==> src/rtl/sdram_ctrl_pkg.sv <==
// Shared scheduler types: FSM state encoding and the width of the per-grant command counter.
package sdram_ctrl_pkg;

  localparam int QUOTA_W = 8;

  typedef enum logic [1:0] {
    ST_IDLE,
    ST_GRANT,
    ST_DRAIN,
    ST_REFRESH
  } sched_state_t;

endpackage

==> src/rtl/sdram_port_scheduler_rr_pick.sv <==
// Round-robin pick: first requester strictly after last_idx, wrapping PORTS-1 -> 0.
// Purely combinational; last_idx itself is considered last, so the previous owner has lowest priority.
module rr_pick #(
  parameter int PORTS = 3,
  parameter int ENC_W = $clog2(PORTS)
) (
  input  logic [ENC_W-1:0] last_idx,
  input  logic [PORTS-1:0] req,
  output logic [PORTS-1:0] onehot,
  output logic [ENC_W-1:0] idx,
  output logic             any
);

  logic [ENC_W-1:0] cand;

  always_comb begin
    onehot = '0;
    idx    = '0;
    any    = 1'b0;
    cand   = '0;
    for (int off = 1; off <= PORTS; off++) begin
      cand = ENC_W'((int'(last_idx) + off) % PORTS);
      if (!any && req[cand]) begin
        any          = 1'b1;
        onehot[cand] = 1'b1;
        idx          = cand;
      end
    end
  end

endmodule

==> src/rtl/sdram_port_scheduler.sv <==
// Grants the SDRAM controller to one port for up to QUOTA accepts, or to refresh; 1-cycle arbitration.
// Backpressure: ready_i gates accepts for the owner only; DRAIN waits on idle_i before re-arbitrating.
module sdram_port_scheduler
  import sdram_ctrl_pkg::*;
#(
  parameter int PORTS = 3,
  parameter int QUOTA = 4,
  parameter int ENC_W = $clog2(PORTS)
) (
  input  logic             sdram_clk,
  input  logic             sdram_rst,
  input  logic [PORTS-1:0] req_i,
  input  logic             ready_i,
  input  logic             idle_i,
  input  logic             ref_req_i,
  input  logic             ref_done_i,
  output logic [PORTS-1:0] grant_o,
  output logic [ENC_W-1:0] grant_enc_o,
  output logic [PORTS-1:0] ready_o,
  output logic             ref_gnt_o
);

  sched_state_t       state_q, state_d;
  logic [PORTS-1:0]   grant_q, grant_d;
  logic [ENC_W-1:0]   enc_q, enc_d;
  logic               ref_gnt_q, ref_gnt_d;
  logic [QUOTA_W-1:0] count_q, count_d;

  logic [PORTS-1:0]   pick_onehot;
  logic [ENC_W-1:0]   pick_idx;
  logic               pick_any;
  logic               accept;

  rr_pick #(
    .PORTS (PORTS),
    .ENC_W (ENC_W)
  ) u_rr_pick (
    .last_idx (enc_q),
    .req      (req_i),
    .onehot   (pick_onehot),
    .idx      (pick_idx),
    .any      (pick_any)
  );

  assign accept = (state_q == ST_GRANT) && req_i[enc_q] && ready_i;

  always_comb begin
    state_d   = state_q;
    grant_d   = grant_q;
    enc_d     = enc_q;
    ref_gnt_d = ref_gnt_q;
    count_d   = count_q;
    case (state_q)
      ST_IDLE: begin
        // Refresh is checked first so a pending refresh always beats port traffic.
        if (ref_req_i) begin
          state_d   = ST_REFRESH;
          ref_gnt_d = 1'b1;
        end else if (pick_any) begin
          state_d = ST_GRANT;
          grant_d = pick_onehot;
          enc_d   = pick_idx;
        end
      end
      ST_GRANT: begin
        if (accept) begin
          count_d = count_q + QUOTA_W'(1);
          if (count_q + QUOTA_W'(1) == QUOTA_W'(QUOTA)) begin
            state_d = ST_DRAIN;
            grant_d = '0;
          end
        end else if (!req_i[enc_q]) begin
          state_d = ST_DRAIN;
          grant_d = '0;
        end
      end
      ST_DRAIN: begin
        if (idle_i) begin
          state_d = ST_IDLE;
          count_d = '0;
        end
      end
      ST_REFRESH: begin
        if (ref_done_i) begin
          state_d   = ST_IDLE;
          ref_gnt_d = 1'b0;
        end
      end
      default: begin
        state_d   = ST_IDLE;
        grant_d   = '0;
        ref_gnt_d = 1'b0;
        count_d   = '0;
      end
    endcase
  end

  // Last-owner index resets to PORTS-1 so port 0 is the first winner.
  always_ff @(posedge sdram_clk or posedge sdram_rst) begin
    if (sdram_rst) begin
      state_q   <= ST_IDLE;
      grant_q   <= '0;
      enc_q     <= ENC_W'(PORTS - 1);
      ref_gnt_q <= 1'b0;
      count_q   <= '0;
    end else begin
      state_q   <= state_d;
      grant_q   <= grant_d;
      enc_q     <= enc_d;
      ref_gnt_q <= ref_gnt_d;
      count_q   <= count_d;
    end
  end

  assign grant_o     = grant_q;
  assign grant_enc_o = enc_q;
  assign ref_gnt_o   = ref_gnt_q;
  assign ready_o     = grant_q & {PORTS{ready_i}};

endmodule

==> config.mk <==
export PLATFORM = sky130hd
export DESIGN_NAME = sdram_port_scheduler
export DESIGN_NICKNAME = d
export VERILOG_FILES = /design/src/rtl/sdram_ctrl_pkg.sv /design/src/rtl/sdram_port_scheduler_rr_pick.sv /design/src/rtl/sdram_port_scheduler.sv
export SDC_FILE = /design/constraint.sdc
export NUM_CORES = 1
export LEC_CHECK = 0
export BUFFER_PORTS_ARGS = -buffer_cell sky130_fd_sc_hd__buf_2
export CAP_MARGIN = 25
export CORE_ASPECT_RATIO = 0.7
export CORE_MARGIN = 3
export CORE_UTILIZATION = 33
export DETAILED_ROUTE_END_ITERATION = 8
export HOLD_SLACK_MARGIN = 0.05
export PLACE_DENSITY = 0.53
export SETUP_SLACK_MARGIN = 0.15
export SLEW_MARGIN = 20
export SYNTH_ARGS = -nofsm -noshare
export SYNTH_HDL_FRONTEND = slang
export SYNTH_SLANG_ARGS = --single-unit
==> constraint.sdc <==
create_clock -name sdram_clk -period 4.4 [get_ports sdram_clk]
set_input_delay 0.22 -clock sdram_clk [delete_from_list [all_inputs] [get_ports sdram_clk]]
set_output_delay 0.22 -clock sdram_clk [all_outputs]
set_load 0.005 [all_outputs]
## Yosys cells after proc, flatten, opt, wreduce, memory -nomap -nowiden

Index checks and enable logic that the tools add are counted.

- Mux-type cells: 43
- Add/sub/neg operators: 4
- Divide/modulo/power cells: 3
- $lt $le $gt $ge: 7
- Equality and inequality tests: 13
- Bitwise gates (word level): 4
- Reduce and logical (&&, ||, !) cells: 18

Operators with widths:

| operator | count |
|---|---|
| remainder unit 32 x 3 -> 32 bit, second input constant | 3 |
| two-way mux 3 bit | 8 |
| two-way mux 2 bit | 10 |
| two-way mux 8 bit | 2 |
| case mux 8 bit (2 select lines) | 1 |
| < comparator 2 x 3 -> 1 bit, second input constant | 4 |
| two-way mux 1 bit | 12 |
| inequality test 2 bit, second input constant | 6 |
| AND reduction 5 bit | 2 |
| AND reduction 3 bit | 3 |
| adder 8 x 1 -> 8 bit, second input constant | 1 |
| binary-select mux 1 bit (select 2 bit) | 4 |
| equality test 8 x 3 -> 1 bit, second input constant | 1 |
| case mux 2 bit (4 select lines) | 1 |
| logical AND 1 bit | 7 |
| adder 2 x 2 -> 3 bit, second input constant | 2 |
| demux 1 bit (select 2 bit) | 3 |
| >= comparator 2 x 1 -> 1 bit, second input constant | 3 |
| inequality test 3 bit, second input constant | 2 |
| bitwise OR 3 bit | 2 |
| case mux 3 bit (2 select lines) | 1 |
| nonzero test 2 bit | 3 |
| equality test 2 bit, second input constant | 2 |
| adder 2 x 1 -> 3 bit, second input constant | 1 |
| 7 further kinds | 8 |

- Output and inout bits: 9
- Bits in registers: 16
- Input bits: 9

## Longest topological paths before layout

Gate-level depths: netlist of the first run.

- Depth in word-level cells: 14
- Depth in mapped cells: 8
- Gate-level depth less buffers: 7

## By module

A second synthesis of the first run with hierarchy kept.

- Cell total of the unflattened synthesis: 143
- Area, all modules: 1292.5 sq um

Modules (own cells, without submodules):

| module | times used | area each (sq um) | cells each | sequential area each (sq um) |
|---|---|---|---|---|
| sdram_port_scheduler | 1 | 994.7 | 102 | 401.6 |
| rr_pick | 1 | 297.8 | 41 | 0.0 |

## Worst setup path after synthesis of the first run

Ideal clock, no wire load.

- Path type: flip-flop to flip-flop
- Start point: register enc_q[0] (netlist: grant_enc_o[0])
- End point: register state_q[0]
- Setup time: 0.132 ns
- Cell stages (with the launch flop): 9
- Setup slack: 2.487 ns
- Required time: 4.268 ns
- Buffers on the path: 1
- Data arrival time: 1.782 ns
- Path through: dfrtp_1 -> inv_1 -> ha_1 -> buf_6 -> mux2i_2 -> o22a_1 -> nand2b_1 -> o311ai_1 -> o21ai_1

- Longest elaborated chain between the ends: 13
- Elaborated cells on any way between the ends: 29
- Those cells by class: add/sub: 3; div: 3; eq/ne: 3; mux: 13; reduce/logical: 7

Ends and longest elaborated chain:

| element | RTL line | text |
|---|---|---|
| from (decl) | sdram_port_scheduler.sv:25 | `logic [ENC_W-1:0] enc_q, enc_d;` |
| from (signal assigned) | sdram_port_scheduler.sv:103 | `enc_q <= ENC_W'(PORTS - 1);` |
| from (signal assigned) | sdram_port_scheduler.sv:109 | `enc_q <= enc_d;` |
| adder 2 x 1 -> 3 bit | sdram_port_scheduler_rr_pick.sv:22 | `cand = ENC_W'((int'(last_idx) + off) % PORTS);` |
| remainder unit 32 x 3 -> 32 bit | sdram_port_scheduler_rr_pick.sv:22 |  |
| binary-select mux 1 bit (select 2 bit) | sdram_port_scheduler_rr_pick.sv:23 | `if (!any && req[cand]) begin` |
| two-way mux 1 bit (implied by the code) | sdram_port_scheduler_rr_pick.sv:23 |  |
| two-way mux 1 bit | sdram_port_scheduler_rr_pick.sv:23 |  |
| zero test 1 bit | sdram_port_scheduler_rr_pick.sv:23 |  |
| logical AND 1 bit | sdram_port_scheduler_rr_pick.sv:23 |  |
| two-way mux 1 bit | sdram_port_scheduler_rr_pick.sv:23 |  |
| zero test 1 bit | sdram_port_scheduler_rr_pick.sv:23 |  |
| logical AND 1 bit | sdram_port_scheduler_rr_pick.sv:23 |  |
| two-way mux 1 bit | sdram_port_scheduler_rr_pick.sv:23 |  |
| inequality test 3 bit (no source line) | n/a |  |
| AND reduction 5 bit (no source line) | n/a |  |
| to (signal assigned) | sdram_port_scheduler.sv:107 | `state_q <= state_d;` |
| to (decl) | sdram_port_scheduler.sv:23 | `sched_state_t state_q, state_d;` |

Several ways; a longest one is shown, not always the timed one. The select of a mux whose other input is x is not followed.
A chain may end at the register's enable or synchronous reset.

## Worst setup path after layout of the first run

- Start point: register enc_q[0] (netlist: grant_enc_o[0])
- End point: register enc_q[0] (netlist: grant_enc_o[0])

- Longest elaborated chain between the ends: 12
- Elaborated cells on any way between the ends: 23
- Those cells by class: add/sub: 3; div: 3; mux: 12; reduce/logical: 5

Ends and longest elaborated chain:

| element | RTL line |
|---|---|
| adder 2 x 1 -> 3 bit | sdram_port_scheduler_rr_pick.sv:22 |
| remainder unit 32 x 3 -> 32 bit | sdram_port_scheduler_rr_pick.sv:22 |
| binary-select mux 1 bit (select 2 bit) | sdram_port_scheduler_rr_pick.sv:23 |
| two-way mux 1 bit (implied by the code) | sdram_port_scheduler_rr_pick.sv:23 |
| two-way mux 1 bit | sdram_port_scheduler_rr_pick.sv:23 |
| zero test 1 bit | sdram_port_scheduler_rr_pick.sv:23 |
| logical AND 1 bit | sdram_port_scheduler_rr_pick.sv:23 |
| two-way mux 1 bit | sdram_port_scheduler_rr_pick.sv:23 |
| zero test 1 bit | sdram_port_scheduler_rr_pick.sv:23 |
| logical AND 1 bit | sdram_port_scheduler_rr_pick.sv:23 |
| two-way mux 1 bit | sdram_port_scheduler_rr_pick.sv:23 |
| AND reduction 3 bit (no source line) | n/a |

Several ways; a longest one is shown, not always the timed one. The select of a mux whose other input is x is not followed.

==> results of run 1 <==
-- cell usage in the layout (no fill, tap or decap), drive strengths merged, types with 2 or more instances in the layout --
cell and instances:
a21o 4, a21oi 12, a22oi 2, and3 2
buf 17, clkbuf 4, dfrtp 15, ha 6
inv 15, mux2i 6, nand2 17, nand3 5
nand3b 2, nor2 10, nor3 2, nor4 2
o21ai 11, o22ai 4, o2bb2ai 2
-- cell type report --
type | count | area, um^2
multi-input cells | 110 | 764
flip-flops and latches | 16 | 402
well taps | 50 | 62.6
inverters | 15 | 56.3
repair buffers | 17 | 85.1
clock buffers | 4 | 55.1
fillers | 380 | 2180
-- path summary, 6_finish.rpt --
kind                                start  cells after the start  slack, ps             end
max in group asynchronous       sdram_rst                      2       3960      count_q[3]
setup reg to reg           grant_enc_o[0]                      7       2090  grant_enc_o[0]
setup / recovery           grant_enc_o[0]                      7       2090  grant_enc_o[0]
hold / removal                  sdram_rst                      2         40  grant_enc_o[0]
min in group sdram_clk            ready_i                      3        280      count_q[0]
hold reg to reg                 ref_gnt_o                      2        530       ref_gnt_o
-- routing by layer --
metal / global-route usage [%] / wire length [um] / vias to the layer above
met2: 18.3 / 1200 / 37
met4: 3.13 / 17 / 0
met3: 4.66 / 237 / 4
li1: - / - / 562
met1: 21.2 / 1530 / 525
met5: 0 / 0 / -
-- flip-flops by register name, indices dropped and copies added, names as in the netlist --
| register | flops |
|---|---|
| grant_enc_o | 2 |
| grant_o | 3 |
| ref_gnt_o | 1 |
| count_q | 8 |
| state_q | 2 |
-- cells by family after synthesis --
logic type	Yosys count
flip-flops	16
XOR/XNOR	1
adder cells (fa/ha/maj)	6
multiplexers	7
buffers and inverters	22
AND/OR/NAND/NOR	47
AO/OA/AOI/OAI	49
-- stage by stage --
stage / util [%] / instances / hold slack, ps
after floorplan: - / 148 / 133
after global placement: 38.0 / 208 / 348
after detailed placement: 38.0 / 208 / 341
after CTS: 39.5 / 212 / 67.0
after global routing: 39.5 / 212 / 92.1
final: 39.5 / 212 / 39.6
-- report_power, final --
part | total (uW) | switching [uW] | internal (uW)
Sequential | 243 | 51.6 | 192
Clock | 131 | 51.6 | 79.4
Combinational | 524 | 307 | 217
Total | 898 | 410 | 488
==> flow_metrics.tcl, run 1 <==
set metrics [dict create \
    outcome "completed" \
    cp_top_family "compound AO/OA/AOI/OAI gates" \
    grt_overflow_total 0 \
    synth_seq_cells 16 \
    cp.arrival_ps 2420 \
    clock-sinks 16 \
    ys_types 50 \
    cts_max_level 1 \
    placed_cell_area_mm2 0.00137 \
    vias 1128 \
    clock_skew_ps 2.51 \
    path_buf_inv 2 \
    yosysSeqAreaShare_pct 31.8 \
    ys.flop_type "dfrtp_1" \
    viasPerCell 5.32 \
    crit_type "reg -> reg" \
    insertedDiodeCount 0 \
    crit_slowest_cell "ha_1" \
    path_clk_slew_ps 60 \
    drc 0 \
    initial_core_util_pct 35.1 \
    cts_buffer_depth 2 \
    drv_slew 0 \
    drtIter0Drc 93 \
    cts_tree "done" \
    synth-simple-area-share_pct 18.3 \
    syn-cell-area_mm2 0.00126 \
    relSlewSlack_pct 53.0 \
    area_growth_pct 12.8 \
    cp-start-kind "flop" \
    critical-path-max-stage-delay_ps 530 \
    firstDrtPassIters 4 \
    yosysMostFrequentCell "nand2_1" \
    fp.dieH_um 57.8 \
    crit_top_cell "inv_1" \
    min_period_over_period_pct 52.5 \
    synth_largest_area_cell "dfrtp_1" \
    syn-num-nets 163 \
    drive_gt1_share_pct 21.0 \
    root_buffer "clkbuf_8" \
    synth_xor_area_share_pct 0.693 \
    synth_edf_count 0 \
    crit_path_max_fanout 10 \
    syn_inst 148 \
    worst_pin_slew_ps 701 \
    setup_ws_ps 2090 \
    die_w_um 80.0 \
    grt_pass1_wl_um 5020 \
    maxCapViolCount 0 \
    ant_nets 0 \
    grt_usage_pct 13.7 \
    postCtsSetupBuffers 0 \
    avgSynthCellArea_um2 8.54 \
    dieArea_mm2 0.00462 \
    p_leak_uw 0.000628 \
    crit_path_end_kind "flop" \
    post_drt_wl_per_cell_um 14.1 \
    first_global_vias 1045 \
    nets 178 \
    p_total_uw 898 \
    core_area_mm2 0.00360 \
    tns_ps 0 \
    synth.top_cell.area_share_pct 29.7 \
    cts-resized-gates 0 \
    cts_buffers 3 \
    clock.fmax_ghz 0.433 \
    synth-compound-area-share_pct 29.6 \
    synth_commonest_cells "nand2_1, dfrtp_1, inv_1" \
    numPortBuffers 17 \
    ios 18 \
    place_ws_ps 2120 \
    synthMuxAreaShare_pct 5.94 \
    grt_setup_unrepaired "false" \
    worstPathRequired_ps 4510 \
    grt_max_degree 17 \
    power_density_mw_per_mm2 630 \
    synth_top_family_by_area "compound AO/OA/AOI/OAI gates" \
    min_path_type "in -> async" \
    synthArstFlopShare_pct 100 \
    synthAdderAreaFrac_pct 5.94 \
    row_count 18 \
    clkLatencyLatePin_ps 250 \
    finalHoldViolCount 0 \
    holdBufCountCts 0 \
    synth_area_leaders "dfrtp_1, ha_1, nand2_1" \
    post-dp-hpwl_um 2300 \
    stdcell_area_mm2 0.00143 \
    finalWirelength_um 2990 \
    ir_drop_mv 0.292 \
    crit_chain "inv_1, ha_1, mux2i_2, o22ai_2, o31a_1, inv_1, a22oi_1" \
    setup_viol 0 \
    gp_congestion 0.789 \
    min_period_ps 2310 \
    synth_warnings 0 \
    antenna_found_initial 0 \
]
No activity file was read; power rests on OpenSTA's default activity.
==> inputs of run 2 (changes only) <==
- clock period: 4.4 -> 2.4 ns (I/O delays scaled with it)
==> run 2 against run 1 <==
  * Clock power increased by 84%
  * Clock skew about the same
  * Core utilization increased by 1.5 points
  * Combinational power increased by 110%
  * Global-route usage increased by 0.46 points
  * Hold slack improved by 150 ps
  * Routed wire length increased by 2.2%
  * Via count increased by 1.2%
  * Highest routed layer unchanged
==> flow_metrics.tcl, run 2 (synthesized netlist as in run 1, its figures left out) <==
set metrics [dict create \
    outcome "completed" \
    crit_path_max_fanout 6 \
    dieArea_mm2 0.00462 \
    hold_path_startpoint "ready_i" \
    setup_viol 0 \
    drive_gt1_share_pct 23.4 \
    finalHoldViolCount 0 \
    area_growth_pct 16.9 \
    antenna_found_initial 0 \
    drc 0 \
    r2r-end "grant_enc_o[0]" \
    crit_top_cell "inv_1" \
    drtIter0Drc 88 \
    crit_type "reg -> reg" \
    drv_slew 0 \
    clkLatencyLatePin_ps 250 \
    tns_ps 0 \
    cts_buffers 3 \
    numPortBuffers 17 \
    initial_core_util_pct 35.1 \
    crit_path_end_kind "flop" \
    reg2regPathDepth 7 \
    clock-sinks 16 \
    worst_pin_slew_ps 740 \
    vias 1142 \
    worstReg2RegStart "grant_enc_o[0]" \
    grt_pass1_wl_um 5120 \
    row_count 18 \
    cp-start-kind "flop" \
    layout_common_cells "nand2_1, buf_2, inv_1, dfrtp_1" \
    top_register "count_q" \
    p_total_uw 1790 \
    grt_overflow_total 0 \
    first_global_vias 1022 \
    die_w_um 80.0 \
    min_path_cells 3 \
    clock_power_share_pct 13.5 \
    clock.fmax_ghz 0.489 \
    cts_buffer_depth 2 \
    grt_usage_pct 14.2 \
    largest_register_ffs 8 \
    ir_drop_mv 0.479 \
    post-dp-hpwl_um 2310 \
    p_sw_uw 785 \
    path_clk_slew_ps 70 \
    grt_setup_unrepaired "false" \
    post_drt_wl_per_cell_um 14.1 \
    firstDrtPassIters 4 \
    root_buffer "clkbuf_8" \
    cp.arrival_ps 2150 \
    crit_slowest_cell "dfrtp_1" \
    core_area_mm2 0.00360 \
    swShare_pct 43.9 \
    maxCapViolCount 0 \
    grt_max_degree 17 \
    nets 183 \
    clock_skew_ps 2.18 \
    fill_cells 388 \
    p_int_uw 1000 \
    viasPerCell 5.26 \
    final_util_pct 41.0 \
    critical-path-max-stage-delay_ps 410 \
    r2r_slack_ps 350 \
    min_period_over_period_pct 85.2 \
    worstPathRequired_ps 2510 \
    finalWirelength_um 3050 \
    relSlewSlack_pct 50.4 \
    ios 18 \
    gp_congestion 0.793 \
    p_leak_uw 0.000652 \
    pwr-share-comb_pct 61.3 \
    insertedDiodeCount 0 \
    min_path_type "in -> reg" \
    cts_max_level 1 \
    ant_nets 0 \
    cts_tree "done" \
    p_seq_share_pct 25.2 \
    min_period_ps 2050 \
    hold_end "count_q[0]" \
    fp.dieH_um 57.8 \
    power_density_mw_per_mm2 1210 \
    crit_chain "inv_1, ha_4, mux2i_2, o22ai_2, o31a_1, inv_1, a22oi_1" \
]
run 2: how the worst max path moves through the flow:
stage,from,endpoint,slack (ps),cells after the start
2_1_floorplan,grant_enc_o[0],state_q[0],490,8
3_3_place_gp,grant_enc_o[0],grant_enc_o[0],290,7
3_5_place_dp,grant_enc_o[0],grant_enc_o[0],130,7
4_1_cts,grant_enc_o[0],grant_enc_o[0],200,7
5_1_grt,grant_enc_o[0],grant_enc_o[0],200,7
6_report,grant_enc_o[0],grant_enc_o[0],350,7
run 2: per-stage QoR:
step	hold slack [ps]	cell area [um^2]	setup slack [ps]	std cells
2_1_floorplan	33.0	1260	487	148
3_3_place_gp	248	1370	292	208
3_5_place_dp	242	1370	130	208
4_1_cts	174	1440	201	213
5_1_grt	220	1480	196	217
6_report	192	1480	354	217
run 2: worst max-delay path: cells and delay by family (launching register included):
family | cells | cell delay [ps]
AOI/OAI and AO/OA | 3 | 620
adders and majority gates | 1 | 340
buffers and inverters | 2 | 260
DFF | 1 | 410
muxes | 1 | 270
run 2: repair_timing:
| action | in CTS | in global routing |
|---|---|---|
| resized for setup | 1 | 1 |
| hold buffers | 1 | 0 |
| buffers inserted | 0 | 4 |
| setup endpoints to repair | 1 | 6 |
| endpoints found under the hold margin | 15 | 0 |
| pin swaps | 0 | 1 |
run 2: routing by layer:
layer / share of wire (%) / up-vias / track usage [%]
met1: 52 / 529 / 21.7
met2: 41 / 31 / 19.5
li1: - / 578 / -
met4: 0.62 / 0 / 2.65
met3: 6.2 / 4 / 4.66
met5: 0 / - / 0
run 2: layout make-up:
type                            instances  area, um^2  area share, %
Clock buffer                            4        55.1           3.73
Multi-Input combinational cell        110         777           52.6
Tap cell                               50        62.6           4.23
Sequential cell                        16         402           27.2
Timing Repair Buffer                   22         125           8.47
Inverter                               15        56.3           3.81
run 2: power by group through the flow:
stage / sequential, uW / clock, uW / combinational [uW]
after CTS: 449 / 248 / 964
after global routing: 473 / 261 / 1220
after floorplan: 420 / 0 / 777
after detailed placement: 453 / 0 / 948
after global placement: 445 / 0 / 929
final: 451 / 241 / 1100
==> inputs of run 3 (changes only) <==
- CORE_ASPECT_RATIO: 0.7 -> default
- PLACE_DENSITY: 0.53 -> default
- SKIP_LAST_GASP: default -> 1
==> run 3 against run 2 <==
  * Total power fell by 9.6%
  * Clock power fell by 11%
  * Routed wire length fell by 9.8%
  * Core utilization fell by 0.46 points
  * Sequential power fell by 2%
  * Via count fell by 3.4%
  * Maximum frequency rose by 0.46%
  * Flip-flop and latch count did not move
  * Critical path depth did not move
  * Largest power group unchanged
  * Non-clock buffer count fell by 3
  * Sequential share of layout area rose by 0.95 points
==> flow_metrics.tcl, run 3 (synthesized netlist as in run 1, its figures left out) <==
set metrics [dict create \
    area_growth_pct 13.0 \
    grt_overflow_total 0 \
    ir_drop_mv 0.379 \
    worstPathRequired_ps 2510 \
    grt_max_degree 17 \
    tns_ps 0 \
    path_buf_inv 2 \
    cp_top_family "compound AO/OA/AOI/OAI gates" \
    r2r_slack_ps 360 \
    power_density_mw_per_mm2 1130 \
    viasPerCell 5.25 \
    wl_met3_um 131 \
    clkLatencyLatePin_ps 250 \
    finalHoldViolCount 0 \
    worstReg2RegStart "grant_enc_o[0]" \
    top_register "count_q" \
    root_buffer "clkbuf_8" \
    drive_gt1_share_pct 20.7 \
    min_period_over_period_pct 84.8 \
    r2r-end "grant_enc_o[0]" \
    maxCapViolCount 0 \
    cts-resized-gates 0 \
    row_count 21 \
    cts_max_level 1 \
    hold_path_startpoint "ready_i" \
    drc 0 \
    core_area_mm2 0.00352 \
    min_period_ps 2040 \
    placed_cell_area_mm2 0.00137 \
    outcome "completed" \
    setup_viol 0 \
    grt_usage_pct 12.6 \
    initial_core_util_pct 35.9 \
    post-dp-hpwl_um 2140 \
    numPortBuffers 17 \
    dieArea_mm2 0.00461 \
    firstDrtPassIters 4 \
    vias 1103 \
    finalWirelength_um 2750 \
    post_drt_wl_per_cell_um 13.1 \
    cts_buffers 3 \
    ios 18 \
    largest_register_ffs 8 \
    crit_path_end_kind "flop" \
    fin_hold_ws_ps 193 \
    drv_slew 0 \
    grt_pass1_wl_um 4490 \
    ant_nets 0 \
    layout_common_cells "nand2_1, buf_2, inv_1, dfrtp_1" \
    clock_skew_ps 5.79 \
    nets 180 \
    cts_buffer_depth 2 \
    insertedDiodeCount 0 \
    stdcell_area_mm2 0.00143 \
    reg2regPathDepth 7 \
    cts_tree "done" \
    crit_slowest_cell "dfrtp_1" \
    antenna_found_initial 0 \
    clock-sinks 16 \
    worst_pin_slew_ps 754 \
    hold_end "count_q[0]" \
    wl_met2_um 1240 \
    crit_chain "inv_1, ha_1, mux2i_1, o21ai_2, o31a_1, inv_1, a22oi_1" \
    cp.arrival_ps 2140 \
    drtIter0Drc 36 \
    critical-path-max-stage-delay_ps 420 \
    grt_setup_unrepaired "false" \
    maxUsedRoutingLayer "met4" \
    first_global_vias 995 \
    relSlewSlack_pct 49.4 \
    crit_path_max_fanout 6 \
    crit_top_cell "inv_1" \
    path_clk_slew_ps 70 \
    fp.dieH_um 67.9 \
    min_path_cells 3 \
    cp-start-kind "flop" \
    crit_type "reg -> reg" \
    clock.fmax_ghz 0.491 \
    p_leak_uw 0.000631 \
    die_w_um 67.9 \
    gp_congestion 0.866 \
    min_path_type "in -> reg" \
    wirelength_met1_um 1370 \
]
[run 3: how the worst max path moves through the flow]
| stage | from | to | depth (start not counted) |
|---|---|---|---|
| 2_1_floorplan | grant_enc_o[0] | state_q[0] | 8 |
| 3_3_place_gp | grant_enc_o[0] | grant_enc_o[0] | 7 |
| 3_5_place_dp | grant_enc_o[0] | grant_enc_o[0] | 7 |
| 4_1_cts | grant_enc_o[0] | grant_enc_o[0] | 7 |
| 5_1_grt | grant_enc_o[0] | state_q[0] | 7 |
| 6_report | grant_enc_o[0] | grant_enc_o[0] | 7 |
[run 3: timing repair]
action,4_1_cts,5_1_grt
buffers inserted,0,0
endpoints found under the setup margin,0,0
hold endpoints to repair,15,0
hold buffers,1,0
[run 3: metal layers]
layer,vias up,GRT usage [%]
met5,-,0
met4,0,3.72
met3,2,1.97
met2,23,19.4
met1,513,18.2
li1,565,-
[run 3: where the power goes]
| part | internal, uW | switching (uW) |
|---|---|---|
| clock network | 118 | 96.6 |
| registers | 351 | 90.0 |
| logic | 415 | 547 |
[run 3: final cells by class]
cell class	count	area [um^2]
Multi-Input combinational cell	110	764
Fill cell	357	2090
Tap cell	46	57.6
Inverter	15	56.3
Sequential cell	16	402
Clock buffer	4	45.0
Timing Repair Buffer	19	103
[run 3: tightest hold or removal path: stages]
cell and delay (ps):
buf_2 120, nand2_1 80, o21ai_0 80
[run 3: through the flow]
stage                     instances  util (%)  total power [uW]  setup WS [ps]
after floorplan                 148         -              1200            487
after global routing            210      40.5              1760            243
after CTS                       210      40.5              1620            373
final                           210      40.5              1620            364
after global placement          205      39.0              1380            462
after detailed placement        205      39.0              1400            387
